[src/rtl/decode_seq.sv]
// decode_seq: sequenced instruction decoder with an internal FETCH/EXEC/WAIT phase.
//
// The block drives the 13-bit datapath control word, ordered from MSB to LSB as
// incPC, loadPC, loadA, loadFlags, fun[2:0], csRAM, weRAM, oeALU, oeIN, oeOprnd, loadOut.
// Instructions that select RAM get WAIT_CYCLES extra execute cycles. During those
// cycles the non-strobe fields stay steady and the strobes fire only in the last cycle.
//
// Optional build macro DECODE_SEQ_STEP_EN adds step_i. With it defined, each
// FETCH -> EXEC advance also needs a rising edge on step_i.
//
// Parameters:
//   WAIT_CYCLES  extra execute cycles for RAM instructions (0 = none)
//   CNT_W        wait counter width, WAIT_CYCLES <= 2**CNT_W - 1
// Ports:
//   clock_i      system clock, rising edge
//   reset_ni     asynchronous active-low reset; all outputs are 0 while low
//   enable_i     1 = advance; 0 = hold state/counter and force strobes low
//   z_flag_i     zero flag
//   c_flag_i     carry flag
//   instr_i      current opcode, stable from EXEC entry to end of WAIT
//   step_i       single-step request (DECODE_SEQ_STEP_EN only)
//   phase_o      0 = FETCH, 1 = EXEC/WAIT
//   busy_o       1 while in WAIT
//   remaining outputs: the control word fields listed above
module decode_seq #(
   parameter int unsigned WAIT_CYCLES = 0,
   parameter int unsigned CNT_W       = 4
) (
   input  logic       clock_i,
   input  logic       reset_ni,
   input  logic       enable_i,
   input  logic       z_flag_i,
   input  logic       c_flag_i,
`ifdef DECODE_SEQ_STEP_EN
   input  logic       step_i,
`endif
   input  logic [3:0] instr_i,
   output logic       phase_o,
   output logic       busy_o,
   output logic       inc_pc_o,
   output logic       load_pc_o,
   output logic       load_a_o,
   output logic       load_flags_o,
   output logic [2:0] fun_o,
   output logic       cs_ram_o,
   output logic       we_ram_o,
   output logic       oe_alu_o,
   output logic       oe_in_o,
   output logic       oe_oprnd_o,
   output logic       load_out_o
);

   if (WAIT_CYCLES > (2 ** CNT_W) - 1) begin : gen_bad_wait_cycles
      $error("decode_seq: WAIT_CYCLES does not fit in CNT_W bits");
   end

   localparam logic [12:0] FetchWord   = 13'b1000_000_001000;
   localparam logic [12:0] JumpTaken   = 13'b0100_000_001000;
   localparam logic [12:0] JumpSkip    = 13'b1000_000_001000;
   // incPC, loadPC, loadA, loadFlags, weRAM, loadOut
   localparam logic [12:0] StrobeMask  = 13'b1111_000_010001;
   localparam logic [CNT_W-1:0] WaitLoad = CNT_W'(WAIT_CYCLES - 1);

   typedef enum logic [1:0] {StFetch, StExec, StWait} state_e;

   state_e           state_q, state_d;
   logic [CNT_W-1:0] cnt_q, cnt_d;
   logic [12:0]      exec_word;
   logic [12:0]      word;
   logic             has_wait;
   logic             step_ok;

`ifdef DECODE_SEQ_STEP_EN
   logic step_q;
   assign step_ok = step_i & ~step_q;
`else
   assign step_ok = 1'b1;
`endif

   // Execute-phase control word, with the conditional jumps already resolved.
   always_comb begin
      exec_word = '0;
      case (instr_i)
         4'b0000: exec_word = c_flag_i ? JumpTaken : JumpSkip;  // JC
         4'b0001: exec_word = c_flag_i ? JumpSkip : JumpTaken;  // JNC
         4'b0010: exec_word = 13'b0001_001_000010;              // CMPI
         4'b0011: exec_word = 13'b1001_001_100000;              // CMPM
         4'b0100: exec_word = 13'b0011_010_000010;              // LIT
         4'b0101: exec_word = 13'b0011_010_000100;              // IN
         4'b0110: exec_word = 13'b1011_010_100000;              // LD
         4'b0111: exec_word = 13'b1000_000_111000;              // ST
         4'b1000: exec_word = z_flag_i ? JumpTaken : JumpSkip;  // JZ
         4'b1001: exec_word = z_flag_i ? JumpSkip : JumpTaken;  // JNZ
         4'b1010: exec_word = 13'b0011_011_000010;              // ADDI
         4'b1011: exec_word = 13'b1011_011_100000;              // ADDM
         4'b1100: exec_word = 13'b0100_000_001000;              // JMP
         4'b1101: exec_word = 13'b0000_000_001001;              // OUT
         4'b1110: exec_word = 13'b0011_100_000010;              // NANDI
         4'b1111: exec_word = 13'b1011_100_100000;              // NANDM
         default: exec_word = '0;
      endcase
   end

   assign has_wait = exec_word[5] && (WAIT_CYCLES > 0);

   always_comb begin
      state_d = state_q;
      cnt_d   = cnt_q;
      if (enable_i) begin
         case (state_q)
            StFetch: if (step_ok) state_d = StExec;
            StExec: begin
               if (has_wait) begin
                  state_d = StWait;
                  cnt_d   = WaitLoad;
               end else begin
                  state_d = StFetch;
               end
            end
            StWait: begin
               if (cnt_q == '0) state_d = StFetch;
               else             cnt_d   = cnt_q - CNT_W'(1);
            end
            default: state_d = StFetch;
         endcase
      end
   end

   always_ff @(posedge clock_i or negedge reset_ni) begin
      if (!reset_ni) begin
         state_q <= StFetch;
         cnt_q   <= '0;
`ifdef DECODE_SEQ_STEP_EN
         step_q  <= 1'b0;
`endif
      end else begin
         state_q <= state_d;
         cnt_q   <= cnt_d;
`ifdef DECODE_SEQ_STEP_EN
         step_q  <= step_i;
`endif
      end
   end

   // Strobes are held back until the last cycle of a RAM access so each
   // instruction issues exactly one load/write pulse.
   always_comb begin
      word = '0;
      case (state_q)
         StFetch: begin
            word = FetchWord;
            if (!step_ok) word[12] = 1'b0;
         end
         StExec: begin
            word = exec_word;
            if (has_wait) word = word & ~StrobeMask;
         end
         StWait: begin
            word = exec_word;
            if (cnt_q != '0) word = word & ~StrobeMask;
         end
         default: word = '0;
      endcase
      if (!enable_i) word = word & ~StrobeMask;
      // Reset gates outputs combinationally, so they drop without waiting for a clock.
      if (!reset_ni) word = '0;
   end

   assign phase_o      = reset_ni && (state_q != StFetch);
   assign busy_o       = reset_ni && (state_q == StWait);
   assign inc_pc_o     = word[12];
   assign load_pc_o    = word[11];
   assign load_a_o     = word[10];
   assign load_flags_o = word[9];
   assign fun_o        = word[8:6];
   assign cs_ram_o     = word[5];
   assign we_ram_o     = word[4];
   assign oe_alu_o     = word[3];
   assign oe_in_o      = word[2];
   assign oe_oprnd_o   = word[1];
   assign load_out_o   = word[0];

endmodule

[config.mk]
export PLATFORM = sky130hd
export DESIGN_NAME = decode_seq
export DESIGN_NICKNAME = d
export VERILOG_FILES = /design/src/rtl/decode_seq.sv
export SDC_FILE = /design/constraint.sdc
export NUM_CORES = 1
export LEC_CHECK = 0
export CORE_AREA = 2 2 39 41
export CTS_CLUSTER_SIZE = 14
export DETAILED_ROUTE_END_ITERATION = 7
export DIE_AREA = 0 0 41 43
export HOLD_SLACK_MARGIN = 0.08
export SYNTH_ARGS = -nofsm -noshare
export SYNTH_HDL_FRONTEND = slang
export SYNTH_SLANG_ARGS = --single-unit
[constraint.sdc]
create_clock -name clock_i -period 1.8 [get_ports clock_i]
set_input_delay 0.18 -clock clock_i [delete_from_list [all_inputs] [get_ports clock_i]]
set_output_delay 0.18 -clock clock_i [all_outputs]
set_load 0.01 [all_outputs]
==> impl_metrics.ini <==
[status]
status = finished clean

[placement]
dp.cells = 97
hpwl_um = 767
placed_cell_area_um2 = 631
routabilityCongestion = 0.673
port_buffers = 22

[cells_and_area]
layout_common_cells = buf_4, dlygate4sd2_1, nand2_1
diodes = 0
largest-register = state_q
layout.nets = 97
regArea_um2 = 25.0
multi_input_area_um2 = 245
utilization = 0.485
finalNonFillerCells = 102
largest_reg_flops = 1
fill_cells = 161
reg_top3 = state_q (1)
final_common_cell = buf_4
area_delta_synth_final_pct = 121
fin_area_um2 = 671
drive_gt1_frac = 0.326

[floorplan]
start_util = 0.219
die_area_um2 = 1760
die_w_um = 41
coreArea_um2 = 1380
rows = 14
io_pins = 24
die_y_um = 43

[grt]
track_usage = 0.133
met3_usage = 0
grt_max_degree = 9
antenna_found_initial = 0
grtUsageMet1 = 0.188
grt_pass1_vias = 423
grt_overflow = 0
use_met2 = 0.231
grt_busiest_layer = met2
grt_pass1_wl_um = 1770

[clock_tree]
insertion_delay_ps = 0
clkTransAtPathRegs_ps = 0

[yosys]
ys_warn_count = 0
syn_avg_cell_area_um2 = 6.31
ys_ff_latch = 1
synth_area_um2 = 303
yosysSeqAreaShare = 0.0826
syn_inst = 48
ys_types = 28
syn-num-nets = 57

[worst_hold_path]
hp-class = primary input to async pin

[drt]
firstDrtPassIters = 4
first_iter_violations = 10
wl_per_cell_um = 9.91
viasPerCell = 4.66
drc = 0
num_vias = 475
ant_nets = 0
wl_um = 1010

[setup_path]
worstSetupPathType = primary input to output pin
critPathArrivalTime_ps = 1560
worstPathRequired_ps = 1620
cp_slowest_cell = clkdlybuf4s50_1
crit_fanout = 2
start_kind = primary input
slowest_delay_ps = 410
r2r_end = state_q[0]
cp-end-kind = output pin
cp_top_family = buffers and inverters
r2r_slack_ps = 1050
crit_chain = clkdlybuf4s50_1 -> or3_1 -> a311oi_2 -> o311a_1 -> clkdlybuf4s15_2
reg2reg_from = state_q[0]
worst-path-buf-inv = 2
reg2reg_depth = 1

[power]
p_total_w = 0.000277
seqPwrFrac = 0.205
peakVddDrop_uv = 227
p_leak_nw = 0.341
switching_share = 0.429
comb_power_share = 0.795
p_int_w = 0.000158
p_sw_w = 0.000119
clkPwrFrac = 0
powerDensity_nw_per_um2 = 413

[sta]
setup_viol = 0
rsz0062_at_grt = no
clock-skew-final_ps = 0
finalHoldViolations = 0
fin_crit_ps = 1740
final.period_utilization = 0.967
slew_violations = 0
whs_ps = 299
clock.fmax_mhz = 575

[run]
cap_viol_max_count = 0
## layer usage
metal | share of wire | up-vias
met3 | 0.050 | 0
met2 | 0.51 | 16
met4 | 0 | 0
li1 | - | 249
met1 | 0.44 | 210
met5 | 0 | -
## cell usage after synthesis (all sizes together)
library cell  instances  area share
a21oi                 4       0.066
a211oi                1       0.025
or3                   2       0.041
nor2                  3       0.037
mux2i                 1       0.033
inv                   3       0.037
buf                   4       0.095
o21ai                 1       0.029
o311a                 1       0.033
a31oi                 1       0.021
nor4                  3       0.062
or4                   1       0.037
dfrtp                 1       0.083
clkbuf                1       0.012
o21a                  1       0.025
nand3b                1       0.025
a311oi                1       0.029
xnor2                 1       0.029
nand2                 7       0.087
nand2b                1       0.021
nand3                 3       0.050
nor3                  2       0.033
conb                  1       0.012
a21boi                1       0.025
xor2                  1       0.029
and2b                 1       0.025
## logic make-up after synthesis
kind of cell           synth area share
multiplexers                     0.0331
flip-flops                       0.0826
buffers and inverters             0.145
AND/OR/NAND/NOR                   0.417
XOR/XNOR                         0.0579
other                            0.0124
AO/OA/AOI/OAI                     0.252
## power by group through the flow
stage	Combinational, W	Sequential [W]	Clock, W
after floorplan	0.000101	0.0000513	0
after global placement	0.000220	0.0000558	0
after detailed placement	0.000222	0.0000574	0
after CTS	0.000221	0.0000574	0
after global routing	0.000245	0.0000606	0
final	0.000220	0.0000569	0
## area by class of cell
type                            instances  area share
Timing Repair Buffer                   43       0.550
Sequential cell                         1      0.0373
Inverter                                3      0.0168
Tap cell                               16      0.0299
Multi-Input combinational cell         39       0.366
## metrics by stage
stage | setup TNS [ps] | setup WS (ps)
3_3_place_gp | -2640 | -403
6_report | 0 | 59.8
2_1_floorplan | 0 | 440
5_1_grt | 0 | 8.72
4_1_cts | 0 | 2.66
3_5_place_dp | -2650 | -418
## what timing repair did
action,CTS,global route
endpoints found under the setup margin,13,2
resized for setup,26,1
buffers inserted,5,0
hold buffers,0,0
cloned,0,0
pin swaps,2,1
## worst max path at each step
stage / startpoint / to / slack [ps] / depth (start not counted)
floorplan: instr_i[2] / inc_pc_o / 440 / 4
CTS: instr_i[0] / load_pc_o / 3 / 6
global placement: instr_i[1] / inc_pc_o / -400 / 5
finish: z_flag_i / inc_pc_o / 60 / 5
global route: instr_i[2] / load_flags_o / 9 / 9
detailed placement: instr_i[1] / inc_pc_o / -420 / 5
(Power assumes the default switching activity.)
